`src/rtl/onehot_seq_detector_param_if.sv`:
```
// ---------------------------------------------------------------------------
// onehot_seq_detector_param_if
// Purpose : bundles the serial data, control and status signals of the
//           one-hot sequence detector into a single port.
// Signals :
//   x, x_valid   serial data bit and its qualifier (master -> slave)
//   load         latch pattern_in into the detector (master -> slave)
//   pattern_in   new pattern, MSB received first (master -> slave)
//   overlap_en   1 = overlapping matches (master -> slave)
//   state        one-hot match-progress state (slave -> master)
//   z            registered one-cycle match pulse (slave -> master)
//   match_cnt    saturating match counter (slave -> master)
//   state_err    sticky one-hot violation flag (slave -> master)
// Modports: master = stimulus / front-end side, slave = detector side.
// ---------------------------------------------------------------------------
interface onehot_seq_detector_param_if #(
    parameter int PAT_LEN = 4,
    parameter int CNT_W   = 8
);
    logic               x;
    logic               x_valid;
    logic               load;
    logic [PAT_LEN-1:0] pattern_in;
    logic               overlap_en;
    logic [PAT_LEN-1:0] state;
    logic               z;
    logic [CNT_W-1:0]   match_cnt;
    logic               state_err;

    modport master (
        output x, x_valid, load, pattern_in, overlap_en,
        input  state, z, match_cnt, state_err
    );

    modport slave (
        input  x, x_valid, load, pattern_in, overlap_en,
        output state, z, match_cnt, state_err
    );
endinterface

```
`src/rtl/onehot_seq_detector_param.sv`:
```
// ---------------------------------------------------------------------------
// onehot_seq_detector_param
// Purpose : parametrised Mealy-style serial pattern detector with one-hot
//           state encoding. state[k]=1 means the first k pattern bits have
//           been seen. The pattern is runtime-loadable, matching may be
//           overlapping or restart-after-match, and every match produces a
//           registered one-cycle pulse on z plus a saturating count.
// Parameters:
//   PAT_LEN  pattern length (>= 2), also the number of one-hot states
//   PAT_RST  pattern loaded at reset
//   CNT_W    width of match_cnt
// Ports:
//   clk      rising-edge clock
//   rst      synchronous active-high reset
//   bus      onehot_seq_detector_param_if.slave (x, x_valid, load,
//            pattern_in, overlap_en in; state, z, match_cnt, state_err out)
// Configuration macro: ONEHOT_CHECK_EN
//   defined   -> state is checked for exactly one bit set every cycle; a
//                violation sets sticky state_err and forces state to S0.
//   undefined -> no checker, state_err is tied low.
// ---------------------------------------------------------------------------
module onehot_seq_detector_param #(
    parameter int                 PAT_LEN = 4,
    parameter logic [PAT_LEN-1:0] PAT_RST = 4'b1011,
    parameter int                 CNT_W   = 8
) (
    input logic                        clk,
    input logic                        rst,
    onehot_seq_detector_param_if.slave bus
);

    localparam int                 HIST_W = PAT_LEN - 1;
    localparam logic [PAT_LEN-1:0] S0     = PAT_LEN'(1);
    localparam logic [PAT_LEN-1:0] ONES   = '1;

    logic [PAT_LEN-1:0] state_q, state_d;
    logic [PAT_LEN-1:0] pattern_q, pattern_d;
    logic [HIST_W-1:0]  hist_q, hist_d;
    logic               z_q, z_d;
    logic [CNT_W-1:0]   cnt_q, cnt_d;

    logic [PAT_LEN-1:0] cand;
    logic               full_match;
    logic [PAT_LEN-1:0] adv_state;
    logic [PAT_LEN-1:0] border_state;
    int                 k_idx;
    int                 adv_j;
    int                 border_j;
    logic [PAT_LEN-1:0] mask;
    logic [PAT_LEN-1:0] prefix;

`ifdef ONEHOT_CHECK_EN
    logic err_q, err_d;
    logic onehot_bad;
    int   ones;
`endif

    // Match-progress evaluation.
    // hist_q keeps the last PAT_LEN-1 accepted bits, so {hist_q, x} holds the
    // candidate "matched bits followed by x" in its low k+1 bits. The next
    // state is the longest pattern prefix (shorter than the full pattern)
    // that is a suffix of that candidate. border_j is the longest proper
    // prefix of the pattern that is also its suffix, used after an
    // overlapping full match.
    always_comb begin
        cand       = {hist_q, bus.x};
        full_match = state_q[PAT_LEN-1] && (bus.x == pattern_q[0]);
        k_idx      = 0;
        adv_j      = 0;
        border_j   = 0;
        mask       = '0;
        prefix     = '0;
        for (int i = 0; i < PAT_LEN; i++) begin
            if (state_q[i]) begin
                k_idx = i;
            end
        end
        for (int j = 1; j < PAT_LEN; j++) begin
            mask   = ONES >> (PAT_LEN - j);
            prefix = pattern_q >> (PAT_LEN - j);
            if ((j <= k_idx + 1) && (((prefix ^ cand) & mask) == '0)) begin
                adv_j = j;
            end
            if (((prefix ^ pattern_q) & mask) == '0) begin
                border_j = j;
            end
        end
        adv_state    = S0 << adv_j;
        border_state = S0 << border_j;
    end

`ifdef ONEHOT_CHECK_EN
    // Population count of the state vector; anything other than one set bit
    // is an illegal state.
    always_comb begin
        ones = 0;
        for (int i = 0; i < PAT_LEN; i++) begin
            ones = ones + int'(state_q[i]);
        end
        onehot_bad = (ones != 1);
    end
`endif

    // Next-state selection. Priority: one-hot recovery (when built in),
    // then load, then a valid serial bit. z only pulses for the cycle after
    // a full match; every other path drives it low.
    always_comb begin
        state_d   = state_q;
        pattern_d = pattern_q;
        hist_d    = hist_q;
        z_d       = 1'b0;
        cnt_d     = cnt_q;
`ifdef ONEHOT_CHECK_EN
        err_d     = err_q;
        if (onehot_bad) begin
            state_d = S0;
            hist_d  = '0;
            err_d   = 1'b1;
        end else
`endif
        if (bus.load) begin
            pattern_d = bus.pattern_in;
            state_d   = S0;
            hist_d    = '0;
        end else if (bus.x_valid) begin
            hist_d = cand[HIST_W-1:0];
            if (full_match) begin
                z_d = 1'b1;
                if (cnt_q != '1) begin
                    cnt_d = cnt_q + 1'b1;
                end
                state_d = bus.overlap_en ? border_state : S0;
            end else begin
                state_d = adv_state;
            end
        end
    end

    always_ff @(posedge clk) begin
        if (rst) begin
            state_q   <= S0;
            pattern_q <= PAT_RST;
            hist_q    <= '0;
            z_q       <= 1'b0;
            cnt_q     <= '0;
`ifdef ONEHOT_CHECK_EN
            err_q     <= 1'b0;
`endif
        end else begin
            state_q   <= state_d;
            pattern_q <= pattern_d;
            hist_q    <= hist_d;
            z_q       <= z_d;
            cnt_q     <= cnt_d;
`ifdef ONEHOT_CHECK_EN
            err_q     <= err_d;
`endif
        end
    end

    assign bus.state     = state_q;
    assign bus.z         = z_q;
    assign bus.match_cnt = cnt_q;
`ifdef ONEHOT_CHECK_EN
    assign bus.state_err = err_q;
`else
    assign bus.state_err = 1'b0;
`endif

endmodule

```
`src/flat_wrapper.sv`:
```
// flat-port wrapper written by rule: the top's interface ports become plain ports
module onehot_seq_detector_param_flat 
#(
    parameter int                 PAT_LEN = 4,
    parameter logic [PAT_LEN-1:0] PAT_RST = 4'b1011,
    parameter int                 CNT_W   = 8
)
  (clk, rst, bus_x, bus_x_valid, bus_load, bus_pattern_in, bus_overlap_en, bus_state, bus_z, bus_match_cnt, bus_state_err);
  onehot_seq_detector_param_if #(.PAT_LEN(PAT_LEN), .CNT_W(CNT_W)) bus_i ();
  input logic clk;
  input logic rst;
  input wire logic [$bits(bus_i.x)-1:0] bus_x;
  input wire logic [$bits(bus_i.x_valid)-1:0] bus_x_valid;
  input wire logic [$bits(bus_i.load)-1:0] bus_load;
  input wire logic [$bits(bus_i.pattern_in)-1:0] bus_pattern_in;
  input wire logic [$bits(bus_i.overlap_en)-1:0] bus_overlap_en;
  output wire logic [$bits(bus_i.state)-1:0] bus_state;
  output wire logic [$bits(bus_i.z)-1:0] bus_z;
  output wire logic [$bits(bus_i.match_cnt)-1:0] bus_match_cnt;
  output wire logic [$bits(bus_i.state_err)-1:0] bus_state_err;
  assign bus_i.x = bus_x;
  assign bus_i.x_valid = bus_x_valid;
  assign bus_i.load = bus_load;
  assign bus_i.pattern_in = bus_pattern_in;
  assign bus_i.overlap_en = bus_overlap_en;
  assign bus_state = bus_i.state;
  assign bus_z = bus_i.z;
  assign bus_match_cnt = bus_i.match_cnt;
  assign bus_state_err = bus_i.state_err;
  onehot_seq_detector_param #(.PAT_LEN(PAT_LEN), .PAT_RST(PAT_RST), .CNT_W(CNT_W)) u_core (.clk(clk), .rst(rst), .bus(bus_i));
endmodule
```
`config.mk`:
```
export PLATFORM = sky130hd
export DESIGN_NAME = onehot_seq_detector_param_flat
export DESIGN_NICKNAME = d
export VERILOG_FILES = /design/src/rtl/onehot_seq_detector_param_if.sv /design/src/rtl/onehot_seq_detector_param.sv /design/src/flat_wrapper.sv
export SDC_FILE = /design/constraint.sdc
export NUM_CORES = 1
export LEC_CHECK = 0
export BUFFER_PORTS_ARGS = -buffer_cell sky130_fd_sc_hd__clkbuf_2
export CAP_MARGIN = 15
export CORE_ASPECT_RATIO = 1.25
export CORE_MARGIN = 4
export CORE_UTILIZATION = 47
export CTS_BUF_LIST = sky130_fd_sc_hd__clkbuf_8
export DETAILED_ROUTE_END_ITERATION = 8
export HOLD_SLACK_MARGIN = 0.1
export PLACE_DENSITY = 0.83
export REMOVE_ABC_BUFFERS = 1
export SYNTH_ARGS = -nofsm -noshare
export SYNTH_HDL_FRONTEND = slang
export SYNTH_SLANG_ARGS = --single-unit
```
`constraint.sdc`:
```
create_clock -name clk -period 2.45 [get_ports clk]
set_clock_uncertainty 0.2 [all_clocks]
set_input_delay 0.1225 -clock clk [delete_from_list [all_inputs] [get_ports clk]]
set_output_delay 0.1225 -clock clk [all_outputs]
set_load 0.05 [all_outputs]
```
Yosys cells after proc, flatten, opt, wreduce, memory -nomap -nowiden
Cells that the tools add are included.
- output and inout bits: 14
- bits in registers: 19
- logic and storage cells: 47
- shift operators: 2
- equality and inequality tests: 2
- bitwise operators: 8
- add/subtract/negate cells: 2
- reductions and logical operators: 13
- muxes and demuxes: 12
- $lt $le $gt $ge: 3
- operator list (operator ; number):
    2-to-1 mux 32 bit ; 6
    less-or-equal comparator 3 x 32 -> 1 bit, first input constant ; 2
    << shifter 1 x 32 -> 4 bit, first input constant ; 2
    adder 32 x 2 -> 32 bit, second input constant ; 1
    less-or-equal comparator 2 x 32 -> 1 bit, first input constant ; 1
    logical NOT 4 bit ; 6
    adder 8 x 1 -> 8 bit, second input constant ; 1
    2-to-1 mux 4 bit ; 2
    != test 8 bit, second input constant ; 1
    bitwise XOR 3 bit ; 2
    logical AND 1 bit ; 4
    2-to-1 mux 1 bit ; 4
    AND reduction 4 bit ; 1
    bitwise XOR 2 bit ; 2
    OR reduction 3 bit ; 1
    NOT 1 bit ; 2
    OR reduction 2 bit ; 1
    bitwise XOR 1 bit ; 2
    equality test 1 bit ; 1

Depth between registers and ports, before layout
- depth after elaboration: 11
- gate-level depth with buffers: 7
- depth with buffers taken out: 5

Least setup slack after synthesis
Ideal clock, no wire load.
- path kind: flip-flop to flip-flop
- from: register u_core.state_q[3] (netlist: u_core.bus.state[3])
- to: register u_core.cnt_q[3] (netlist: u_core.bus.match_cnt[3])
- data arrival time: 1884 ps
- period minus slack after synthesis: 2229 ps
- setup time: 145 ps
- buffers on the path: 2
- stages on the path, launching flop included: 7
- path slack: 221 ps
- cell sequence: dfxtp_1 > inv_1 > or3_1 > clkbuf_2 > buf_2 > o311ai_0 > o41ai_1
- word-level cells in the longest chain between the ends: 2
- ends and longest elaborated chain (element ; RTL line ; source):
    start: declaration ; onehot_seq_detector_param.sv:36 ; logic [PAT_LEN-1:0] state_q, state_d;
    start signal: assignment ; onehot_seq_detector_param.sv:150 ; state_q <= state_d;
    logical AND 1 bit ; onehot_seq_detector_param.sv:67 ; full_match = state_q[PAT_LEN-1] && (bus.x == pattern_q[0]);
    AND reduction 4 bit (no line) ; - ;
    end signal: assignment ; onehot_seq_detector_param.sv:154 ; cnt_q <= cnt_d;
    end: declaration ; onehot_seq_detector_param.sv:40 ; logic [CNT_W-1:0] cnt_q, cnt_d;
Every way passes these cells.
A chain may end at the register's enable or synchronous reset.

Worst setup path in the final report
- from: input port bus_load
- to: register u_core.cnt_q[6] (netlist: u_core.bus.match_cnt[6])
- word-level cells in the longest chain between the ends: 2
- ends and longest elaborated chain (element ; RTL line ; source):
    start: declaration ; flat_wrapper.sv:14 ; input wire logic [$bits(bus_i.load)-1:0] bus_load;
    NOT 1 bit (no line) ; - ;
    AND reduction 4 bit (no line) ; - ;
Every way passes these cells.

==> out/metrics.yaml <==
status:
  outcome: "completed"
flow_run:
  cap_viol_max_count: 0
place:
  dp_hpwl_mm: 1.67
  dpl_cell_area_um2: 1150
  dp.cells: 168
  port_buffers: 22
  gp_congestion: 0.793
sta:
  setup_tns_ns: 0
  relSlewSlack_pct: 61.7
  fmax_mhz: 434
  rsz0062_at_grt: "no"
  drv_slew: 0
  hold_viol_final: 0
  setup_viol: 0
  worstMarginPinSlew_ns: 0.567
  period_minus_slack_ns: 2.30
  timing.final.crit_share_pct: 94.0
die:
  ios: 24
  die_h_um: 61.2
  fp.dieW_um: 50.5
  initial_core_util_pct: 48.6
  core_area_um2: 2190
  die_area_um2: 3090
  num_rows: 19
synthesis:
  yosysTopAreaCell: "dfxtp_1"
  synth_ff_type: "dfxtp_1"
  async_flop_share_pct: 0
  synth_top_area_share_pct: 35.8
  synth_area_leaders: "dfxtp_1 36%, mux2i_1 6.6%, xnor2_1 4.9%"
  synth.avg_cell_area_um2: 8.43
  synth_area_um2: 1060
  ys_ff_latch: 19
  yosys_warnings: 0
  synth.distinct_cells: 37
  synth-edff-count: 0
  synth_cells: 126
  yosysSeqAreaShare_pct: 35.8
pwr:
  power.share.clock_pct: 33.1
  switching_power_mw: 0.166
  p_comb_share_pct: 15.2
  vdd_drop_max_uv: 401
  seq_power_share_pct: 51.7
  power.density_nw_per_um2: 476
  leakage_nw: 0.525
  swShare_pct: 25.9
  power.internal_mw: 0.475
setup_path:
  worstSetupPathType: "in -> reg"
  reg2reg_from: "u_core.pattern_q[0]"
  cp_max_fo: 15
  crit_arrival_ns: 2.29
  endpoint_kind: "flip-flop"
  worst_setup_path_start_kind: "input port"
  cp-startpoint: "bus_load"
  required_ns: 2.44
finish:
  final_area_um2: 1350
  instances_no_fill: 187
  fin_nets: 168
  drive_above_1_share_pct: 17.9
  antenna_cells: 0
  area_delta_synth_final_pct: 26.9
detailed_routing:
  postRouteAntennaNets: 0
  dr.pass1.iters: 4
  via_per_inst: 5.49
  drtIter0Drc: 21
  wl_per_cell_um: 13.4
  vias: 1027
  drc_errors: 0
  routed_wl_mm: 2.50
clocking:
  clock_sinks: 19
  cts_buffers: 3
  cts_buffer_depth: 2
  clock_latency_ns: 0.26
  htreeDepth: 1
  holdBufCountCts: 15
  path_clk_slew_ns: 0.07
  cts_tree: "yes"
  cts_resized: 0
  cts_root_buf: "clkbuf_8"
  post_cts_buffers: 0
global_routing:
  globalRoute.totalOverflow: 0
  grt_pass1_wl_mm: 4.42
  antenna_found_initial: 0
  first_global_vias: 1046
  grt_usage_pct: 18.6
  grt_max_degree: 16
hold_path:
  worstHoldStart: "bus_x"
  worst_hold_path_type: "in -> reg"
[cells by family (layout without fill, tap and decap cells)]
| group | after synthesis | after routing | share of synthesized area [%] |
|---|---|---|---|
| simple gates | 48 | 48 | 24.3 |
| compound gates | 27 | 27 | 17.5 |
| flops | 19 | 19 | 35.8 |
| buf+inv | 14 | 44 | 6.59 |
| xor+xnor | 8 | 8 | 6.60 |
| mux | 8 | 8 | 7.66 |
| fa+ha+maj | 1 | 1 | 1.18 |
| other cells | 1 | 1 | 0.353 |
[cell type report]
type,instances,area (µm²)
Fill cell,199,840
Multi-Input combinational cell,93,612
Sequential cell,19,380
Timing Repair Buffer,37,260
Clock buffer,3,41.3
Tap cell,31,38.8
Inverter,3,11.3
Clock inverter,1,3.75
[registers in the layout, summed over array words and instances, names as in the netlist]
register              flops
u_core.pattern_q          4
u_core.bus.state          4
u_core.hist_q             2
u_core.bus.z              1
u_core.bus.match_cnt      8
[path summary, 6_finish.rpt]
path | end | slack [ns] | cells after the start
worst max-delay path | u_core.bus.match_cnt[6] | 0.15 | 6
worst min-delay path | u_core.bus.state[0] | 0.19 | 4
worst max register to register | u_core.bus.match_cnt[6] | 0.24 | 4
worst min register to register | u_core.bus.match_cnt[6] | 0.32 | 2
[cell usage after synthesis (all sizes together), types with 2 or more instances]
library cell	count
nor2b	2
xor2	2
or3	2
nor2	6
o41ai	4
nor3	6
and3	2
nand2	10
a31oi	2
inv	3
nor4	3
nand3	5
or4	2
buf	4
dfxtp	19
o21ai	7
o311ai	4
nand4	2
clkbuf	7
xnor2	6
a21oi	5
nand2b	3
o2111ai	3
mux2i	7
[placed cells by master (no fill, tap or decap), drive strengths merged, types with 4 or more instances in the layout]
master,Yosys,final
dfxtp,19,19
inv,3,4
o21ai,7,7
a21oi,5,5
mux2i,7,7
clkbuf,7,25
nor2,6,6
nand2,10,10
nor3,6,6
o311ai,4,4
dlygate4sd3,0,15
xnor2,6,6
nand3,5,5
o41ai,4,4
[critical path, stage by stage]
cell and delay [ns]:
dlygate4sd3_1 0.53, clkbuf_2 0.21, nand2b_1 0.20, or3_1 0.50, or4_1 0.56, a21oi_1 0.15
[through the flow]
stage | setup WS, ns | utilization [%] | power [mW] | hold WS, ns
finish | 0.148 | 61.6 | 0.641 | 0.194
global route | 0.0468 | 61.6 | 0.670 | 0.254
CTS | 0.165 | 61.6 | 0.650 | 0.194
detailed placement | 0.274 | 52.7 | 0.415 | 0.147
global placement | 0.364 | 52.7 | 0.412 | 0.137
floorplan | 0.181 | - | 0.386 | -0.00843
[routing by layer]
layer	track usage (%)	part of all wire, %
met5	0	0
met4	10.0	1.6
met3	3.63	4.3
met2	33.8	51
met1	20.7	43
[power by group through the flow]
stage	sequential [mW]	combinational, mW	clock [mW]
floorplan	0.345	0.0407	0
global placement	0.338	0.0743	0
detailed placement	0.338	0.0763	0
CTS	0.331	0.0965	0.222
global route	0.334	0.108	0.229
finish	0.332	0.0975	0.212
No activity file was read; power rests on OpenSTA's default activity.
